`src/rtl/arb_burst_mux.sv`:
```
// arb_burst_mux: collects per-client valid/data streams, raises a request vector to an
// external round-robin arbiter, captures its one-hot grant and forwards a single burst
// from the granted client onto one shared valid/ready output before releasing.
module arb_burst_mux #(
    parameter int unsigned N_REQ       = 4,
    parameter int unsigned DATA_W      = 8,
    parameter int unsigned MAX_BURST   = 8,
    parameter int unsigned GNT_TIMEOUT = 4
) (
    input  logic                      clk,
    input  logic                      reset,
    input  logic [N_REQ-1:0]          src_valid,
    input  logic [N_REQ*DATA_W-1:0]   src_data,
    input  logic [N_REQ-1:0]          src_last,
    output logic [N_REQ-1:0]          src_ready,
    output logic [N_REQ-1:0]          REQ,
    input  logic [N_REQ-1:0]          GNT,
    output logic                      m_valid,
    output logic [DATA_W-1:0]         m_data,
    output logic                      m_last,
    output logic [$clog2(N_REQ)-1:0]  m_src,
    input  logic                      m_ready,
    output logic                      gnt_err,
    output logic                      busy
);

    localparam int unsigned IDX_W = $clog2(N_REQ);
    localparam int unsigned CNT_W = (MAX_BURST > 1) ? $clog2(MAX_BURST) : 1;
    localparam int unsigned TMO_W = (GNT_TIMEOUT > 1) ? $clog2(GNT_TIMEOUT) : 1;

    // Terminal values: the beat that is forced to be last, and the final idle-grant cycle.
    localparam logic [CNT_W-1:0] BEAT_LAST = CNT_W'(MAX_BURST - 1);
    localparam logic [TMO_W-1:0] TMO_LAST  = TMO_W'(GNT_TIMEOUT - 1);

    typedef enum logic [1:0] {
        StIdle    = 2'd0,
        StWaitGnt = 2'd1,
        StXfer    = 2'd2
    } state_e;

    // State registers.
    state_e             r_state;
    logic [N_REQ-1:0]   r_req;
    logic [IDX_W-1:0]   r_owner;
    logic [CNT_W-1:0]   r_beat_cnt;
    logic [TMO_W-1:0]   r_tmo_cnt;
    logic               r_gnt_err;

    // Next-state values.
    state_e             w_state_nxt;
    logic [N_REQ-1:0]   w_req_nxt;
    logic [IDX_W-1:0]   w_owner_nxt;
    logic [CNT_W-1:0]   w_beat_nxt;
    logic [TMO_W-1:0]   w_tmo_nxt;
    logic               w_gnt_err_nxt;

    // Grant decode.
    logic               w_gnt_any;
    logic               w_gnt_multi;
    logic [IDX_W-1:0]   w_gnt_idx;
    logic               w_gnt_src_valid;

    // Owner-side view of the client streams.
    logic [DATA_W-1:0]  w_own_data;
    logic               w_own_valid;
    logic               w_own_last;
    logic               w_beat_last;
    logic               w_beat_xfer;

    // Reduce the grant to the lowest set index; more than one bit set is a malformed grant.
    always_comb begin
        w_gnt_any   = |GNT;
        w_gnt_multi = |(GNT & (GNT - N_REQ'(1)));
        w_gnt_idx   = '0;
        for (int i = N_REQ - 1; i >= 0; i--) begin
            if (GNT[i]) begin
                w_gnt_idx = IDX_W'(i);
            end
        end
        w_gnt_src_valid = src_valid[w_gnt_idx];
    end

    // Select the owning client's stream for the shared output.
    always_comb begin
        w_own_data  = '0;
        w_own_valid = 1'b0;
        w_own_last  = 1'b0;
        for (int i = 0; i < N_REQ; i++) begin
            if (r_owner == IDX_W'(i)) begin
                w_own_data  = src_data[i*DATA_W +: DATA_W];
                w_own_valid = src_valid[i];
                w_own_last  = src_last[i];
            end
        end
        // The burst cap forces release even if the client never marks a last beat.
        w_beat_last = w_own_last | (r_beat_cnt == BEAT_LAST);
        w_beat_xfer = (r_state == StXfer) & w_own_valid & m_ready;
    end

    // Next-state logic for the request/grant/transfer sequence.
    always_comb begin
        w_state_nxt   = r_state;
        w_req_nxt     = r_req;
        w_owner_nxt   = r_owner;
        w_beat_nxt    = r_beat_cnt;
        w_tmo_nxt     = r_tmo_cnt;
        w_gnt_err_nxt = 1'b0;

        unique case (r_state)
            StIdle: begin
                if (|src_valid) begin
                    w_req_nxt   = src_valid;
                    w_tmo_nxt   = '0;
                    w_state_nxt = StWaitGnt;
                end else begin
                    w_req_nxt = '0;
                end
            end

            StWaitGnt: begin
                if (!w_gnt_any) begin
                    if (r_tmo_cnt == TMO_LAST) begin
                        w_req_nxt   = '0;
                        w_state_nxt = StIdle;
                    end else begin
                        w_tmo_nxt = r_tmo_cnt + TMO_W'(1);
                    end
                end else begin
                    w_gnt_err_nxt = w_gnt_multi;
                    w_req_nxt     = '0;
                    if (w_gnt_src_valid) begin
                        w_owner_nxt = w_gnt_idx;
                        w_beat_nxt  = '0;
                        w_state_nxt = StXfer;
                    end else begin
                        // Grant to a client that has nothing to send: drop the round.
                        w_gnt_err_nxt = 1'b1;
                        w_state_nxt   = StIdle;
                    end
                end
            end

            StXfer: begin
                if (w_beat_xfer) begin
                    if (w_beat_last) begin
                        w_req_nxt   = '0;
                        w_state_nxt = StIdle;
                    end else begin
                        w_beat_nxt = r_beat_cnt + CNT_W'(1);
                    end
                end
            end

            default: begin
                w_req_nxt   = '0;
                w_state_nxt = StIdle;
            end
        endcase
    end

    // State update; reset aborts any burst in flight without a completion beat.
    always_ff @(posedge clk or negedge reset) begin
        if (!reset) begin
            r_state    <= StIdle;
            r_req      <= '0;
            r_owner    <= '0;
            r_beat_cnt <= '0;
            r_tmo_cnt  <= '0;
            r_gnt_err  <= 1'b0;
        end else begin
            r_state    <= w_state_nxt;
            r_req      <= w_req_nxt;
            r_owner    <= w_owner_nxt;
            r_beat_cnt <= w_beat_nxt;
            r_tmo_cnt  <= w_tmo_nxt;
            r_gnt_err  <= w_gnt_err_nxt;
        end
    end

    // Combinational pass-through from the owner while transferring; quiet otherwise.
    always_comb begin
        m_valid   = 1'b0;
        m_last    = 1'b0;
        m_data    = '0;
        src_ready = '0;
        if (r_state == StXfer) begin
            m_valid            = w_own_valid;
            m_last             = w_beat_last;
            m_data             = w_own_data;
            src_ready[r_owner] = m_ready;
        end
    end

    assign m_src   = r_owner;
    assign REQ     = r_req;
    assign gnt_err = r_gnt_err;
    assign busy    = (r_state != StIdle);

endmodule

```
`config.mk`:
```
export PLATFORM = sky130hd
export DESIGN_NAME = arb_burst_mux
export DESIGN_NICKNAME = d
export VERILOG_FILES = /design/src/rtl/arb_burst_mux.sv
export SDC_FILE = /design/constraint.sdc
export NUM_CORES = 1
export LEC_CHECK = 0
export CAP_MARGIN = 20
export CORE_ASPECT_RATIO = 0.5
export CORE_UTILIZATION = 28
export CTS_CLUSTER_SIZE = 20
export DETAILED_ROUTE_END_ITERATION = 12
export PLACE_DENSITY = 0.73
export SETUP_SLACK_MARGIN = 0.05
export SYNTH_ARGS = -nofsm -noshare
export SYNTH_HDL_FRONTEND = slang
export SYNTH_SLANG_ARGS = --single-unit
```
`constraint.sdc`:
```
create_clock -name clk -period 1.8 [get_ports clk]
set_input_delay 0.18 -clock clk [delete_from_list [all_inputs] [get_ports clk]]
set_output_delay 0.18 -clock clk [all_outputs]
set_load 0.02 [all_outputs]
```
# After elaboration in Yosys (flattened, before gate mapping)
# Index checks and enable logic that the tools add are counted.
[word_totals] reg_bits=14 latch_bits=0 ramBits=0 romBits=0 input_bits=47 out_inout_bits=22 memories=0
[classes] add_sub_neg=3 n_mul=0 div=0 order_cmp=3 n_eq_ne=16 shifts=0 n_mux=49 bitwise_logic=5 n_reduce_logical=14
[ops] operator="8-bit 2-to-1 mux" n=5
[ops] operator="2-bit 2-to-1 mux" n=13
[ops] operator="4-bit 2-to-1 mux" n=6
[ops] operator="2-bit != test (second input constant)" n=8
[ops] operator="1-bit 2-to-1 mux" n=15
[ops] operator="3-bit 2-to-1 mux" n=4
[ops] operator="4-bit one-hot mux with 3 select lines" n=1
[ops] operator="4-bit OR reduction" n=3
[ops] operator="4-bit AND" n=2
[ops] operator="2-bit equality test (second input constant)" n=4
[ops] operator="4-bit AND reduction" n=2
[ops] operator="2-bit by 3-bit < comparator with 1-bit output (second input constant)" n=2
[ops] operator="2-bit one-hot mux with 3 select lines" n=1
[ops] operator="3-bit one-hot mux with 2 select lines" n=1
[ops] operator="3-bit AND reduction" n=2
[ops] operator="2-bit nonzero test" n=3
[ops] operator="5-bit AND reduction" n=1
[ops] operator="2-bit by 1-bit equality test with 1-bit output (second input constant)" n=2
[ops] operator="2-bit logical NOT" n=2
[ops] operator="2-bit one-hot mux with 2 select lines" n=1
[ops] operator="4-bit by 1-bit subtractor with 4-bit output (second input constant)" n=1
[ops] operator="3-bit by 1-bit adder with 3-bit output (second input constant)" n=1
[ops] operator="3-bit equality test (second input constant)" n=1
[ops] operator="3-bit != test (second input constant)" n=1
[ops] operator="other kinds (7)" n=8

# Logic depth before layout (Yosys ltp)
[depth] depth_word=9 depth_mapped=6 mapped_depth_nobuf=6

# Least setup slack after synthesis
# Ideal clock, no wire load.
[synth_path] path_type="register to output" startpoint="register r_owner[1], in the netlist m_src[1]" endpoint="output port m_valid" arrival_ns=1.596 t_required_ns=1.620 setup_slack_ns=0.024 stages_incl_launch_ff=5 cell_sequence="dfrtp_1 buf_2 clkbuf_1 nor2_1 a211oi_1"
[synth_between] elab_chain_len=6
[synth_lines] item="from (decl)" line="44" source="logic [IDX_W-1:0] r_owner;"
[synth_lines] item="from (signal assigned)" line="173" source="r_owner <= w_owner_nxt;"
[synth_lines] item="2-bit logical NOT" line="89" source="if (r_owner == IDX_W'(i)) begin"
[synth_lines] item="1-bit 2-to-1 mux (3 in series)" line="89"
[synth_lines] item="1-bit 2-to-1 mux *" line="89"
[synth_lines] item="1-bit 2-to-1 mux *" line="186" source="if (r_state == StXfer) begin"
[synth_lines] item="to (decl)" line="18" source="output logic m_valid,"
# Mark *: on every way between the ends. The rest lies on a longest branch, timed or not.

# Worst setup path after layout
[layout_path] startpoint="register r_owner[0], in the netlist m_src[0]" endpoint="output port m_data[6]"
[layout_between] elab_chain_len=6
[layout_lines] item="2-bit logical NOT" line="89"
[layout_lines] item="8-bit 2-to-1 mux (3 in series)" line="89"
[layout_lines] item="8-bit 2-to-1 mux *" line="89"
[layout_lines] item="8-bit 2-to-1 mux *" line="186"
[layout_lines] item="to (decl)" line="19" source="output logic [DATA_W-1:0] m_data,"
# Marks and branches as above.

==> impl_metrics.json <==
{
  "outcome": "finished with violations",
  "violations": "setup timing",
  "fin_util_pct": 57.1,
  "clk_path_buf_depth": 2,
  "htree_levels": 1,
  "async_reset_ff_share_pct": 100,
  "crit_fanout": 7,
  "cts.sinks": 14,
  "die_area_sq_um": 4580,
  "grtUsageTotal_pct": 16.3,
  "fin_skew_ns": 0.00748,
  "stdcell_area_sq_um": 2290,
  "p_leak_nw": 1.02,
  "io_buffer_count": 68,
  "ys_seq_area_share_pct": 29.1,
  "seq_area_sq_um": 352,
  "max_freq_mhz": 550,
  "ys_types": 42,
  "grt_pass1_vias": 1340,
  "crit_buf_inv": 3,
  "antenna_found_initial": 0,
  "rows": 16,
  "core-area_sq_um": 4000,
  "arrival_ns": 1.64,
  "ys.flop_type": "dfrtp_1",
  "grt_overflow": 0,
  "grt_pass1_wl_mm": 5.80,
  "ant_nets": 0,
  "drv_slew": 0,
  "synthesis.instances": 122,
  "ir_drop_mv": 0.418,
  "r2r_cells": 6,
  "fin_ws_ns": -0.0174,
  "cellPowerDensity_nw_per_um2": 1270,
  "place_area_sq_um": 2090,
  "layout_min_cycle_time_ns": 1.82,
  "cpMaxStageDelayCell": "mux4_2",
  "firstDrtPassIters": 4,
  "die_x_microns": 94.7,
  "setup_tns_ns": -0.0809,
  "worstMarginPinSlew_ns": 0.631,
  "min_period_over_period_pct": 101,
  "crit_path_start_kind": "flip-flop",
  "max_slew_margin_pct": 57.8,
  "cap_violations": 0,
  "worst_skew_pair.late_latency_ns": 0.25,
  "dp_cells": 259,
  "slowest_delay_ns": 0.48,
  "ioPinCount": 69,
  "clkTransAtPathRegs_ns": 0.06,
  "grt_max_degree": 15,
  "fin_nets": 272,
  "finalWeightedCongestion": 0.814,
  "wl_per_cell_microns": 13.5,
  "syn-cell-area_sq_um": 1200,
  "cp.required_ns": 1.62,
  "multiInputGateArea_sq_um": 832,
  "start_util_pct": 30.0,
  "cp_num_cells": 5,
  "drc_errors": 0,
  "setup_viol": 6,
  "nFillCells": 349,
  "timing.reg2reg.setup_slack_ns": 0.02,
  "ys_seq_elements": 14,
  "cts_tree": "built",
  "final_hold_viol_count": 0,
  "numCtsBuffers": 3,
  "num_antenna_cells": 0,
  "final_cells": 275,
  "hpwlAfterDp_mm": 2.81,
  "syn_area_per_cell_sq_um": 9.86,
  "rsz0062_at_grt": "true",
  "yosys_warnings": 0,
  "synth-edff-count": 0,
  "via_count": 1337,
  "die_h_microns": 48.3,
  "vias_per_cell": 4.86,
  "syn_nets": 172,
  "min_path_type": "in2async",
  "critPathCaptureType": "output pin",
  "drt-total-wl_mm": 3.71,
  "cp_top_family": "multiplexers",
  "drt-initial-drc-count": 42,
  "areaGrowthSynthToFinish_pct": 90.2,
  "drive_gt1_share_pct": 36.2,
  "cp_cell_sequence": "buf_12 > buf_4 > mux4_2 > and2_4 > buf_6",
  "path_class": "reg2out",
  "dp_slack_ns": -0.154,
  "cts_root_buf": "clkbuf_8"
}
[placed cells by master, fill, tap and decap left out, types with 2 or more instances in the layout]
cell and n:
dlygate4sd2_1 3, clkdlybuf4s50_1 52, buf_6 13, nor4_1 2
and2_4 8, a221o_1 3, buf_4 27, buf_2 2
ha_1 2, o21ai_0 2, mux2_1 2, mux4_2 8
nor2b_1 2, dfrtp_1 13, o21ai_1 3, nor2_1 12
and2_1 2, nand3_1 2, nor2_2 2, a21oi_1 3
nor3_1 2, nand2_1 7, and3_1 3, a22oi_1 5
clkbuf_8 4, inv_1 10
[cell type report]
class	count	share of cell area (%)
repair buffers	100	41.2
multi-input cells	93	36.4
flip-flops and latches	14	15.4
well taps	54	2.95
clock buffers	4	2.41
inverters	10	1.64
[sequential cells by signal (all words and copies together), names as in the netlist]
name	count
r_state	2
r_tmo_cnt	2
gnt_err	1
REQ	4
r_beat_cnt	3
m_src	2
[kinds of logic after synthesis]
logic type	after synthesis	share of synthesized area, %
AO/OA/AOI/OAI	26	17.5
AND/OR/NAND/NOR	50	23.6
buffers and inverters	15	5.72
flip-flops	14	29.1
adder cells (fa/ha/maj)	3	3.12
multiplexers	14	20.9
[per-layer routing]
metal,vias to the layer above,global-route usage (%),share of wire (%)
met2,48,31.2,52
li1,648,-,-
met3,6,5.03,8.1
met4,0,5.30,1.6
met5,-,0,0
met1,635,16.6,39
[repair_timing]
item,in CTS,in global routing
gates cloned,1,0
buffers inserted,7,5
hold buffers,0,0
setup endpoints to repair,16,20
pin swaps,5,10
resized for setup,71,23
[Yosys cell counts, drive strengths merged (2+ instances only)]
| library cell | instances | area (sq um) |
|---|---|---|
| buf | 3 | 23.8 |
| dfrtp | 14 | 350 |
| mux2 | 3 | 37.5 |
| nand2 | 7 | 26.3 |
| nor4 | 2 | 12.5 |
| nand2b | 2 | 15.0 |
| mux2i | 3 | 33.8 |
| clkbuf | 2 | 7.51 |
| o21ai | 6 | 30.0 |
| nor2 | 14 | 55.1 |
| ha | 3 | 37.5 |
| nand3 | 2 | 10.0 |
| a21oi | 3 | 15.0 |
| nor3 | 3 | 20.0 |
| and3 | 3 | 18.8 |
| nor2b | 3 | 18.8 |
| inv | 10 | 37.5 |
| mux4 | 8 | 180 |
| and2 | 10 | 62.6 |
| a221o | 3 | 30.0 |
| a22oi | 5 | 37.5 |
[report_power, final]
group | internal (mW) | total, mW | leakage (nW) | switching (mW)
Clock | 0.194 | 0.314 | 0.0288 | 0.120
Sequential | 0.439 | 0.529 | 0.182 | 0.0895
Combinational | 1.18 | 2.07 | 0.808 | 0.892
[through the flow]
step | hold WS (ns) | power [mW]
floorplan | -0.116 | 1.54
global placement | 0.457 | 2.27
detailed placement | 0.489 | 2.30
CTS | 0.347 | 2.83
global route | 0.378 | 3.10
finish | 0.317 | 2.91
[worst paths after layout]
| kind | end | from |
|---|---|---|
| worst min-delay path | gnt_err | reset |
| max in group asynchronous | m_src[0] | reset |
| min in group clk | r_tmo_cnt[0] | r_tmo_cnt[0] |
| worst min register to register | r_tmo_cnt[0] | r_tmo_cnt[0] |
| worst max register to register | r_beat_cnt[1] | m_src[0] |
| worst max-delay path | m_data[6] | m_src[0] |
Power figures use the tool's default switching activity.
